File: config.mk
export PLATFORM = sky130hd
export DESIGN_NAME = if_fetch_unit
export DESIGN_NICKNAME = d
export VERILOG_FILES = /design/src/rtl/if_fetch_unit.sv
export SDC_FILE = /design/constraint.sdc
export NUM_CORES = 1
export LEC_CHECK = 0
export BUFFER_PORTS_ARGS = -buffer_cell sky130_fd_sc_hd__buf_2
export CAP_MARGIN = 10
export CORE_MARGIN = 2
export CORE_UTILIZATION = 56
export DETAILED_ROUTE_END_ITERATION = 12
export PLACE_DENSITY = 0.88
export SETUP_SLACK_MARGIN = 0.1
export SYNTH_ARGS = -nofsm -noshare
export SYNTH_HDL_FRONTEND = slang
export SYNTH_SLANG_ARGS = --single-unit
File: constraint.sdc
create_clock -name clk -period 6 [get_ports clk]
set_input_delay 0.3 -clock clk [delete_from_list [all_inputs] [get_ports clk]]
set_output_delay 0.3 -clock clk [all_outputs]
set_load 0.005 [all_outputs]
File: src/rtl/if_fetch_unit.sv
// Instruction-fetch stage: PC register, imem req/ack handshake, IF/ID register.
// Redirects outrank stalls; a redirect that lands during an outstanding
// fetch is latched and applied when that fetch's ack finally arrives.
module if_fetch_unit #(
   parameter logic [31:0] RESET_PC  = 32'h0000_0000,
   parameter logic [31:0] NOP_INSTR = 32'h0000_0000
) (
   input  logic        clk,
   input  logic        rst,
   input  logic        pc_write,
   input  logic        if_id_write,
   input  logic        redirect,
   input  logic [31:0] redirect_target,
   output logic        imem_req,
   output logic [31:0] imem_addr,
   input  logic        imem_ack,
   input  logic [31:0] imem_rdata,
   output logic [31:0] PC_in,
   output logic        PCWrite,
   output logic [31:0] PC_out,
   output logic [31:0] instruction_out,
   output logic [31:0] IF_ID_instruction,
   output logic [31:0] IF_ID_PC_plus4,
   output logic        IF_ID_valid
);

   typedef enum logic [1:0] {S_RST, S_FETCH, S_HOLD} state_t;

   state_t      state, state_nx;
   logic [31:0] pc, pc_nx, pc_plus4, tgt_al;
   logic [31:0] hold_buf, pend_tgt, ifid_word;
   logic        pend;
   logic        ack, run;
   logic        pc_ld, ifid_ld, ifid_bub, buf_ld, word_acc, pend_set, pend_clr;

   // An ack only counts while a request is actually out
   assign ack      = imem_ack && (state == S_FETCH);
   assign run      = pc_write && if_id_write;
   assign pc_plus4 = pc + 32'd4;
   assign tgt_al   = {redirect_target[31:2], 2'b00};
   assign ifid_word = (state == S_HOLD) ? hold_buf : imem_rdata;

   assign PC_out    = pc;
   assign imem_addr = pc;
   assign PC_in     = rst ? RESET_PC : pc_nx;
   assign PCWrite   = rst | pc_ld;

   // State register
   always_ff @(posedge clk) begin
      if (rst) state <= S_RST;
      else     state <= state_nx;
   end

   // Next-state logic
   always_comb begin
      state_nx = state;
      case (state)
         S_RST:   state_nx = S_FETCH;
         S_FETCH: if (ack && !redirect && !pend && !run) state_nx = S_HOLD;
         S_HOLD:  if (redirect || run) state_nx = S_FETCH;
         default: state_nx = S_RST;
      endcase
   end

   // Output / datapath control decode
   always_comb begin
      imem_req = 1'b0;
      pc_ld    = 1'b0;
      pc_nx    = pc;
      ifid_ld  = 1'b0;
      ifid_bub = 1'b0;
      buf_ld   = 1'b0;
      word_acc = 1'b0;
      pend_set = 1'b0;
      pend_clr = 1'b0;
      case (state)
         S_FETCH: begin
            imem_req = 1'b1;
            if (redirect) begin
               ifid_bub = 1'b1;
               if (ack) begin
                  pc_ld    = 1'b1;
                  pc_nx    = tgt_al;
                  pend_clr = 1'b1;
               end else begin
                  pend_set = 1'b1;
               end
            end else if (pend) begin
               // Wrong-path fetch still in flight: drop its data when it lands
               if (if_id_write) ifid_bub = 1'b1;
               if (ack) begin
                  pc_ld    = 1'b1;
                  pc_nx    = pend_tgt;
                  pend_clr = 1'b1;
               end
            end else if (ack) begin
               word_acc = 1'b1;
               if (run) begin
                  ifid_ld = 1'b1;
                  pc_ld   = 1'b1;
                  pc_nx   = pc_plus4;
               end else begin
                  buf_ld = 1'b1;
                  if (if_id_write) ifid_bub = 1'b1;
               end
            end else if (if_id_write) begin
               ifid_bub = 1'b1;
            end
         end
         S_HOLD: begin
            if (redirect) begin
               ifid_bub = 1'b1;
               pc_ld    = 1'b1;
               pc_nx    = tgt_al;
            end else if (run) begin
               ifid_ld = 1'b1;
               pc_ld   = 1'b1;
               pc_nx   = pc_plus4;
            end else if (if_id_write) begin
               ifid_bub = 1'b1;
            end
         end
         default: ;
      endcase
   end

   // PC, accepted word, hold buffer, pending redirect and IF/ID registers
   always_ff @(posedge clk) begin
      if (rst) begin
         pc                <= RESET_PC;
         instruction_out   <= 32'd0;
         hold_buf          <= 32'd0;
         pend              <= 1'b0;
         pend_tgt          <= 32'd0;
         IF_ID_instruction <= NOP_INSTR;
         IF_ID_PC_plus4    <= 32'd0;
         IF_ID_valid       <= 1'b0;
      end else begin
         if (pc_ld)    pc              <= pc_nx;
         if (word_acc) instruction_out <= imem_rdata;
         if (buf_ld)   hold_buf        <= imem_rdata;
         if (pend_set) begin
            pend     <= 1'b1;
            pend_tgt <= tgt_al;
         end else if (pend_clr) begin
            pend <= 1'b0;
         end
         if (ifid_ld) begin
            IF_ID_instruction <= ifid_word;
            IF_ID_PC_plus4    <= pc_plus4;
            IF_ID_valid       <= 1'b1;
         end else if (ifid_bub) begin
            IF_ID_instruction <= NOP_INSTR;
            IF_ID_valid       <= 1'b0;
         end
      end
   end

endmodule

==> flow_summary.json, run 1 <==
{
  "status": "finished clean",
  "ys_ff_latch": 194,
  "place_area_um2": 11700,
  "ios": 265,
  "grtUsageTotal": 0.334,
  "crit_end": "PC_in[27]",
  "rsz0062_at_grt": "false",
  "die_area_um2": 20200,
  "cts_setup_buffers": 0,
  "core_um2": 18700,
  "ys.flop_type": "dfxtp_1",
  "fin_hold_ws_ns": 0.0967,
  "die_w_um": 142,
  "final-max-slew-violation-count": 0,
  "async_flop_share": 0,
  "seqPwrFrac": 0.426,
  "io_buffer_count": 262,
  "dp_hpwl_um": 22900,
  "synth_cell_types": 74,
  "ant_nets": 0,
  "finalClockSkew_ns": 0.0184,
  "timing.max_cap.violations": 0,
  "die_h_um": 142,
  "p_int_w": 0.00216,
  "crit_path_top_delay_cell": "a2111oi_0",
  "rrSetupSlack_ns": 2.60,
  "reg2regPathDepth": 6,
  "ys_seq_area_frac": 0.364,
  "syn_inst": 1446,
  "cp_data_arrival_time_ns": 4.01,
  "tightest_slew_ns": 1.22,
  "layout-drive-gt1-share": 0.215,
  "vias_per_cell": 6.29,
  "syn_area_per_cell_um2": 7.38,
  "synth_nets": 1521,
  "tns_ns": 0,
  "ys_warn_count": 0,
  "clock_path_buffers": 2,
  "grt_max_degree": 84,
  "cp-startpoint": "PC_out[4]",
  "std_cell_rows": 50,
  "slew_headroom": 0.188,
  "drc": 0,
  "timing.rr.start": "PC_out[2]",
  "end_kind": "output port",
  "post-route-util": 0.659,
  "swShare": 0.345,
  "crit_type": "reg -> out",
  "antenna_found_initial": 5,
  "crit_cells": 6,
  "min-delay-path-class": "in -> reg",
  "dr.pass1.iters": 8,
  "layout.cells.non_filler": 1819,
  "cp_max_fo": 12,
  "finalSetupViolCount": 0,
  "holdBufCountCts": 0,
  "clk_latency_ns": 0.45,
  "min_period_ns": 4.31,
  "slowest_delay_ns": 0.84,
  "fmax_ghz": 0.232,
  "fin_nets": 1644,
  "p_comb_frac": 0.201,
  "initial_core_util": 0.571,
  "ir_worst_vdd_mv": 0.239,
  "design_area_um2": 12300,
  "p_leak_nw": 4.71,
  "gp_congestion": 0.968,
  "grt_pass1_wl_um": 54000,
  "h-tree-depth": 4,
  "clk_pin_slew_worst_paths_ns": 0.09,
  "vias": 11400,
  "startpoint_type": "flip-flop",
  "critical_path_buf_inv_count": 1,
  "grt_remaining_overflow": 0,
  "grt_pass1_vias": 10200,
  "pwr-share-clk": 0.373,
  "finalHoldViolations": 0,
  "p_per_area_nw_per_um2": 267,
  "dp_cells": 1784,
  "fin_crit_sh": 0.718,
  "p_switching_w": 0.00114,
  "cts_resized": 0,
  "critical_path_required_ns": 5.70,
  "synth_edf_count": 0,
  "root_buffer": "clkbuf_16",
  "area_delta_synth_final_pct": 15.5,
  "path_cells": "nand4_1 > nor4_1 > nand3_1 > xnor2_1 > a2111oi_0 > buf_2",
  "r2r_end": "PC_out[30]",
  "cts_tree": "done",
  "crit_family": "simple AND/OR/NAND/NOR gates",
  "drt_iter0_markers": 1313,
  "numCtsBuffers": 17,
  "clock-sinks": 194,
  "wl_um": 34700,
  "routedWlPerCell_um": 19.1,
  "synth_area_um2": 10700
}
## power groups by stage
stage                     Combinational (W)  Sequential, W  Clock [W]
after floorplan                    0.000449        0.00140          0
after global placement             0.000628        0.00143          0
after detailed placement           0.000642        0.00143          0
after CTS                          0.000646        0.00140    0.00124
after global routing               0.000718        0.00141    0.00129
final                              0.000662        0.00140    0.00123
## logic make-up (layout without fill, tap and decap cells)
| family | Yosys count | after routing | share of synthesized area |
|---|---|---|---|
| flip-flops | 194 | 194 | 0.364 |
| multiplexers | 37 | 37 | 0.0347 |
| XOR/XNOR | 36 | 36 | 0.0295 |
| other | 0 | 3 | 0 |
| AO/OA/AOI/OAI | 402 | 402 | 0.234 |
| AND/OR/NAND/NOR | 577 | 577 | 0.247 |
| adder cells (fa/ha/maj) | 5 | 5 | 0.00586 |
| buffers and inverters | 195 | 331 | 0.0842 |
## worst min path at each step
stage / start / endpoint / slack (ns) / cells past startpoint
floorplan: pend_tgt[30] / pend_tgt[30] / 0.43 / 2
global placement: pend_tgt[6] / pend_tgt[6] / 0.44 / 2
detailed placement: pend_tgt[22] / pend_tgt[22] / 0.44 / 2
CTS: imem_rdata[10] / instruction_out[10] / 0.09 / 3
global route: imem_rdata[11] / instruction_out[11] / 0.1 / 3
finish: imem_rdata[10] / instruction_out[10] / 0.1 / 3
## flip-flops by register name (all words and copies together), names as in the netlist, 2 cells and up
register	flops
IF_ID_PC_plus4	32
IF_ID_instruction	32
PC_out	32
hold_buf	32
instruction_out	32
pend_tgt	30
state	2
## layout by cell type, fill, tap and decap left out, drive strengths merged, types with 14 or more instances in the layout
master	instances
buf	281
nand2	241
dfxtp	194
nor2	160
a21oi	157
o21ai	80
a211oi	42
mux2i	37
xnor2	29
nor3	29
nand3	26
inv	26
nor4	22
nand3b	19
a31oi	18
clkbuf	17
o211ai	16
nand4	15
o21a	14
## worst min-delay path, delay by kind of cell
family          cells  cell delay (ns)
compound gates      1             0.05
buf+inv             1             0.11
simple gates        1             0.05
## synthesized netlist by cell type (4+ instances only)
library cell,number,area [µm²]
and2_1,9,56.3
nor3_1,29,145
clkbuf_1,123,462
or3_1,11,68.8
nor4_1,22,138
nand3b_1,19,143
o21ai_0,79,395
nor2b_1,6,37.5
buf_1,7,26.3
xnor2_1,29,254
a211oi_1,42,315
o31a_1,6,52.6
o2111ai_1,4,35.0
nand2_1,241,905
and4_1,5,43.8
o32ai_1,6,52.6
or2_2,4,25.0
inv_1,16,60.1
o21a_1,14,105
o31ai_1,9,67.6
buf_2,7,35.0
mux2i_1,37,370
nand3_1,26,130
nand4_1,13,81.3
nor2_1,160,601
a311oi_1,10,87.6
nand2b_1,11,68.8
o211ai_1,16,120
buf_4,38,285
a31oi_1,18,113
xor2_1,7,61.3
a21oi_1,157,786
dfxtp_1,194,3880
or4_1,5,37.5
ha_1,5,62.6
## per-layer routing
layer  track usage  wire (µm)
met1         0.432      13500
met2         0.520      15500
met3        0.0831       4250
met4         0.163       1410
met5             0         13
## per-stage QoR
stage	worst slack, ns	power (W)
CTS	1.99	0.00329
finish	1.69	0.00330
global route	1.70	0.00342
global placement	2.53	0.00206
floorplan	3.40	0.00185
detailed placement	2.46	0.00207
## layout make-up
type                       instances  area [µm²]
fill                            1609        6380
multi-input combinational       1057        5960
sequential                       194        3880
timing repair buffer             281        1460
clock buffer                      17         425
tap                              234         293
clock inverter                    15         225
inverter                          18        67.6
antenna                            3        7.51
No activity file was read; power rests on OpenSTA's default activity.
==> run 2, diff against run 1 <==
--- a/config.mk
+++ b/config.mk
@@ -8,9 +8,9 @@
 export BUFFER_PORTS_ARGS = -buffer_cell sky130_fd_sc_hd__buf_2
 export CAP_MARGIN = 10
 export CORE_MARGIN = 2
-export CORE_UTILIZATION = 56
+export CORE_UTILIZATION = 49
 export DETAILED_ROUTE_END_ITERATION = 12
-export PLACE_DENSITY = 0.88
+export PLACE_DENSITY = 0.82
 export SETUP_SLACK_MARGIN = 0.1
 export SYNTH_ARGS = -nofsm -noshare
 export SYNTH_HDL_FRONTEND = slang
==> constraint.sdc (replaced) <==
create_clock -name clk -period 3.7 [get_ports clk]
set_input_delay 0.185 -clock clk [delete_from_list [all_inputs] [get_ports clk]]
set_output_delay 0.185 -clock clk [all_outputs]
set_load 0.005 [all_outputs]
==> run 2 against run 1 <==
  * Setup slack got worse by 1.5 ns
  * Register-to-register slack got worse by 1.8 ns
  * Critical path depth unchanged
  * Via count increased by 0.81%
  * Count of clock-buffer cells in the layout unchanged
  * First-iteration DRC count decreased by 2.6%
  * Power increased by 65%
  * Largest power group unchanged
  * Critical endpoint is now PC_in[21]
  * Final cell count increased by 5.1%
  * Hold slack got worse by 0.087 ns
  * Non-clock buffer count increased by 50
==> flow_summary.json, run 2 (synthesis gave the netlist of run 1 again) <==
{
  "ir_worst_vdd_mv": 0.339,
  "io_buffer_count": 262,
  "slew_headroom": 0.373,
  "post-route-util": 0.606,
  "std_cell_rows": 53,
  "crit_type": "reg -> out",
  "finalSetupViolCount": 0,
  "cts_setup_buffers": 0,
  "pwr-share-clk": 0.373,
  "clk_pin_slew_worst_paths_ns": 0.08,
  "rsz0062_at_grt": "false",
  "grt_pass1_wl_um": 54500,
  "p_comb_frac": 0.209,
  "p_switching_w": 0.00183,
  "tns_ns": 0,
  "layout.cells.non_filler": 1911,
  "vias": 11500,
  "ant_nets": 0,
  "p_per_area_nw_per_um2": 422,
  "timing.max_cap.violations": 0,
  "dr.pass1.iters": 5,
  "die_area_um2": 23000,
  "cp_max_fo": 21,
  "grtUsageTotal": 0.301,
  "slowest_delay_ns": 0.70,
  "place_area_um2": 11900,
  "fin_nets": 1694,
  "startpoint_type": "flip-flop",
  "final-max-slew-violation-count": 0,
  "vias_per_cell": 6.03,
  "finalClockSkew_ns": 0.0162,
  "cts_tree": "done",
  "tightest_slew_ns": 0.940,
  "end_kind": "output port",
  "seqPwrFrac": 0.417,
  "dp_cells": 1844,
  "clock-sinks": 194,
  "die_h_um": 152,
  "swShare": 0.337,
  "final_common_cell": "buf_2",
  "numCtsBuffers": 17,
  "dp_hpwl_um": 24000,
  "critical_path_required_ns": 3.51,
  "ios": 265,
  "root_buffer": "clkbuf_16",
  "p_int_w": 0.00360,
  "gp_congestion": 0.951,
  "fin_crit_sh": 0.938,
  "grt_pass1_vias": 10200,
  "grt_remaining_overflow": 0,
  "layout-drive-gt1-share": 0.221,
  "clock_path_buffers": 2,
  "core_um2": 21200,
  "finalHoldViolations": 0,
  "crit_family": "simple AND/OR/NAND/NOR gates",
  "status": "finished clean",
  "die_w_um": 152,
  "crit_path_top_delay_cell": "or4_4",
  "routedWlPerCell_um": 18.6,
  "path_cells": "nand4_4 > or4_4 > or4_1 > a32o_1 > a311oi_2 > buf_2",
  "drc": 0,
  "cp_data_arrival_time_ns": 3.29,
  "h-tree-depth": 4,
  "fin_hold_ws_ns": 0.00926,
  "fmax_ghz": 0.288,
  "design_area_um2": 12900,
  "drt_iter0_markers": 1279,
  "critical_path_buf_inv_count": 1,
  "wl_um": 35600,
  "fill_cells": 1906,
  "final_cell_mix": "261 x buf_2, 241 x nand2_1, 194 x dfxtp_1",
  "antenna_found_initial": 3,
  "grt_max_degree": 117,
  "clk_latency_ns": 0.44,
  "min_period_ns": 3.47,
  "area_delta_synth_final_pct": 20.4,
  "p_leak_nw": 4.94,
  "initial_core_util": 0.503,
  "min-delay-path-class": "in -> reg"
}
## run 2: repair_timing
| item | 4_1_cts | 5_1_grt |
|---|---|---|
| hold buffers | 31 | 0 |
| resized for setup | 1 | 3 |
| endpoints found under the setup margin | 1 | 4 |
| hold endpoints to repair | 43 | 0 |
## run 2: metrics by stage
step	setup slack, ns	total power (W)
final	0.229	0.00543
after CTS	0.180	0.00542
after floorplan	1.21	0.00299
after global placement	0.701	0.00336
after detailed placement	0.616	0.00339
after global routing	0.104	0.00564
## run 2: final cells by class
| type | instances | area (µm²) | share of cell area |
|---|---|---|---|
| antenna | 4 | 10.0 | 0.000779 |
| clock buffer | 17 | 425 | 0.0331 |
| clock inverter | 15 | 233 | 0.0181 |
| inverter | 18 | 67.6 | 0.00526 |
| multi-input combinational | 1057 | 5980 | 0.465 |
| sequential | 194 | 3880 | 0.302 |
| tap | 275 | 344 | 0.0268 |
| timing repair buffer | 331 | 1910 | 0.149 |
## run 2: power by group through the flow
stage	sequential, W	clock (W)	combinational, W
floorplan	0.00226	0	0.000727
global placement	0.00230	0	0.00105
detailed placement	0.00231	0	0.00108
CTS	0.00226	0.00205	0.00111
global route	0.00228	0.00213	0.00123
finish	0.00227	0.00203	0.00114
## run 2: tightest hold or removal path, stage by stage
cell	delay, ns
buf_2	0.12
nand2_1	0.05
a21oi_1	0.05
## run 2: worst paths after layout
kind,end,start,depth (start not counted),slack [ns]
worst min-delay path,instruction_out[2],imem_rdata[2],3,0.009
worst min register to register,hold_buf[26],hold_buf[26],2,0.46
worst max register to register,IF_ID_PC_plus4[13],state[1],7,0.81
worst max-delay path,PC_in[21],PC_out[7],6,0.23
## run 2: layer usage
layer | part of all wire | wire, µm | track usage
met1 | 0.40 | 14200 | 0.400
met3 | 0.11 | 4000 | 0.0760
met5 | 0 | 0 | 0
met4 | 0.037 | 1310 | 0.132
met2 | 0.45 | 16000 | 0.464
==> run 3, diff against run 2 <==
--- a/config.mk
+++ b/config.mk
@@ -8,9 +8,11 @@
 export BUFFER_PORTS_ARGS = -buffer_cell sky130_fd_sc_hd__buf_2
 export CAP_MARGIN = 10
 export CORE_MARGIN = 2
-export CORE_UTILIZATION = 49
+export CORE_UTILIZATION = 50
+export CTS_BUF_LIST = sky130_fd_sc_hd__clkbuf_2 sky130_fd_sc_hd__clkbuf_4 sky130_fd_sc_hd__clkbuf_8
 export DETAILED_ROUTE_END_ITERATION = 12
-export PLACE_DENSITY = 0.82
+export GPL_ROUTABILITY_DRIVEN = 0
+export PLACE_DENSITY = 0.84
 export SETUP_SLACK_MARGIN = 0.1
 export SYNTH_ARGS = -nofsm -noshare
 export SYNTH_HDL_FRONTEND = slang
==> constraint.sdc (replaced) <==
create_clock -name clk -period 3.7 [get_ports clk]
set_input_delay 0.185 -clock clk [delete_from_list [all_inputs] [get_ports clk]]
set_output_delay 0.185 -clock clk [all_outputs]
set_load 0.05 [all_outputs]
==> run 3 against run 2 <==
  * Via count up 1.9%
  * Design area up 0.98%
  * Routed wire length is 0.25% higher
  * Critical path type unchanged
  * Global-route usage grew 0.45 points
  * Hold slack improved by 0.22 ns
  * Clock power down 24%
==> flow_summary.json, run 3 (synthesis gave the netlist of run 1 again) <==
{
  "rrSetupSlack_ns": 0.76,
  "drc": 0,
  "std_cell_rows": 53,
  "critical_path_required_ns": 3.51,
  "area_delta_synth_final_pct": 21.6,
  "slew_headroom": 0.274,
  "clock-sinks": 194,
  "p_switching_w": 0.00224,
  "io_buffer_count": 262,
  "antenna_found_initial": 3,
  "reg2regPathDepth": 7,
  "h-tree-depth": 4,
  "drt_iter0_markers": 1372,
  "p_leak_nw": 4.98,
  "p_comb_frac": 0.295,
  "clock_path_buffers": 2,
  "finalClockSkew_ns": 0.0249,
  "layout_setup_ws_ns": 0.234,
  "final_common_cell": "buf_2",
  "tightest_slew_ns": 1.09,
  "core_um2": 21000,
  "die_w_um": 150,
  "grtUsageTotal": 0.306,
  "timing.max_cap.violations": 0,
  "dp_hpwl_um": 23600,
  "ios": 265,
  "layout-drive-gt1-share": 0.221,
  "dr.pass1.iters": 6,
  "fin_nets": 1724,
  "p_total_w": 0.00542,
  "final-max-slew-violation-count": 0,
  "swShare": 0.413,
  "crit_type": "reg -> out",
  "min_period_ns": 3.47,
  "ir_worst_vdd_mv": 0.263,
  "clk_pin_slew_worst_paths_ns": 0.13,
  "cp_data_arrival_time_ns": 3.28,
  "design_area_um2": 13000,
  "vias": 11800,
  "finalHoldViolations": 0,
  "place_area_um2": 11900,
  "end_kind": "output port",
  "rsz0062_at_grt": "false",
  "routedWlPerCell_um": 18.4,
  "min-delay-path-class": "in -> reg",
  "vias_per_cell": 6.06,
  "fmax_ghz": 0.289,
  "initial_core_util": 0.509,
  "fill_cells": 1820,
  "clk_latency_ns": 0.49,
  "grt_pass1_wl_um": 55100,
  "cp_max_fo": 11,
  "multi_input_area_um2": 6000,
  "startpoint_type": "flip-flop",
  "grt_remaining_overflow": 0,
  "die_area_um2": 22500,
  "grt_pass1_vias": 10500,
  "grt_max_degree": 105,
  "final_cell_mix": "261 x buf_2, 241 x nand2_1, 191 x dfxtp_1",
  "p_per_area_nw_per_um2": 417,
  "status": "finished clean",
  "place_ws_ns": 0.630,
  "finalSetupViolCount": 0,
  "p_int_w": 0.00318,
  "root_buffer": "clkbuf_8",
  "numCtsBuffers": 17,
  "area.sequential_um2": 3890,
  "holdPathStages": 2,
  "tns_ns": 0,
  "wl_um": 35700,
  "seqPwrFrac": 0.418,
  "cts_tree": "done",
  "fin_crit_sh": 0.937,
  "ant_nets": 0,
  "die_h_um": 150,
  "pwr-share-clk": 0.286
}
[run 3: cell types whose count changed in the layout (fill, tap and decap cells not counted), moves of 2 or more]
cell / change
a311oi_2: +2
inv_12: +3
diode_2: -2
a311oi_1: -2
dfxtp_2: +3
dlygate4sd3_1: +31
clkbuf_8: +17
a211oi_2: +3
dfxtp_1: -3
a211oi_1: -3
clkbuf_16: -17
[run 3: repair_timing]
action / 4_1_cts / 5_1_grt
pin swaps: 0 / 1
endpoints found under the hold margin: 94 / 0
resized for setup: 1 / 4
endpoints found under the setup margin: 1 / 10
buffers inserted: 0 / 2
hold buffers: 62 / 0
[run 3: through the flow]
step,utilization,hold WS (ns),instances
after floorplan,-,0.321,1446
after global placement,0.566,0.435,1841
after detailed placement,0.566,0.443,1841
after CTS,0.618,0.214,1935
after global routing,0.619,0.255,1939
final,0.619,0.228,1939
[run 3: final timing paths]
check	from	end
max	PC_out[11]	PC_in[21]
max reg2reg	state[1]	pend_tgt[12]
min reg2reg	instruction_out[3]	instruction_out[3]
min	rst	IF_ID_PC_plus4[2]
[run 3: routing by layer]
layer	up-vias	track usage	wire length [µm]
met5	-	0	13
li1	5450	-	-
met4	2	0.136	1510
met1	5326	0.400	14000
met3	140	0.0745	4250
met2	832	0.479	15900
[run 3: power by group through the flow]
stage	Sequential [W]	Clock [W]	Combinational [W]
final	0.00227	0.00155	0.00160
after global routing	0.00228	0.00165	0.00169
after detailed placement	0.00231	0	0.00150
after CTS	0.00226	0.00157	0.00156
after global placement	0.00230	0	0.00148
after floorplan	0.00242	0	0.000997
[run 3: final cells by class]
class / count / share of cell area
Inverter: 18 / 0.00521
Multi-Input combinational cell: 1057 / 0.462
Clock inverter: 15 / 0.0173
Sequential cell: 194 / 0.300
Timing Repair Buffer: 361 / 0.171
Antenna cell: 2 / 0.000386
Tap cell: 275 / 0.0265
Clock buffer: 17 / 0.0180
[run 3: worst max-delay path, cell delays in order (launching register included)]
cell and delay [ns]:
dfxtp_1 0.62, nand4_4 0.24, or4_4 0.61, or4_1 0.48, a32o_1 0.30, a311oi_2 0.24
buf_2 0.31
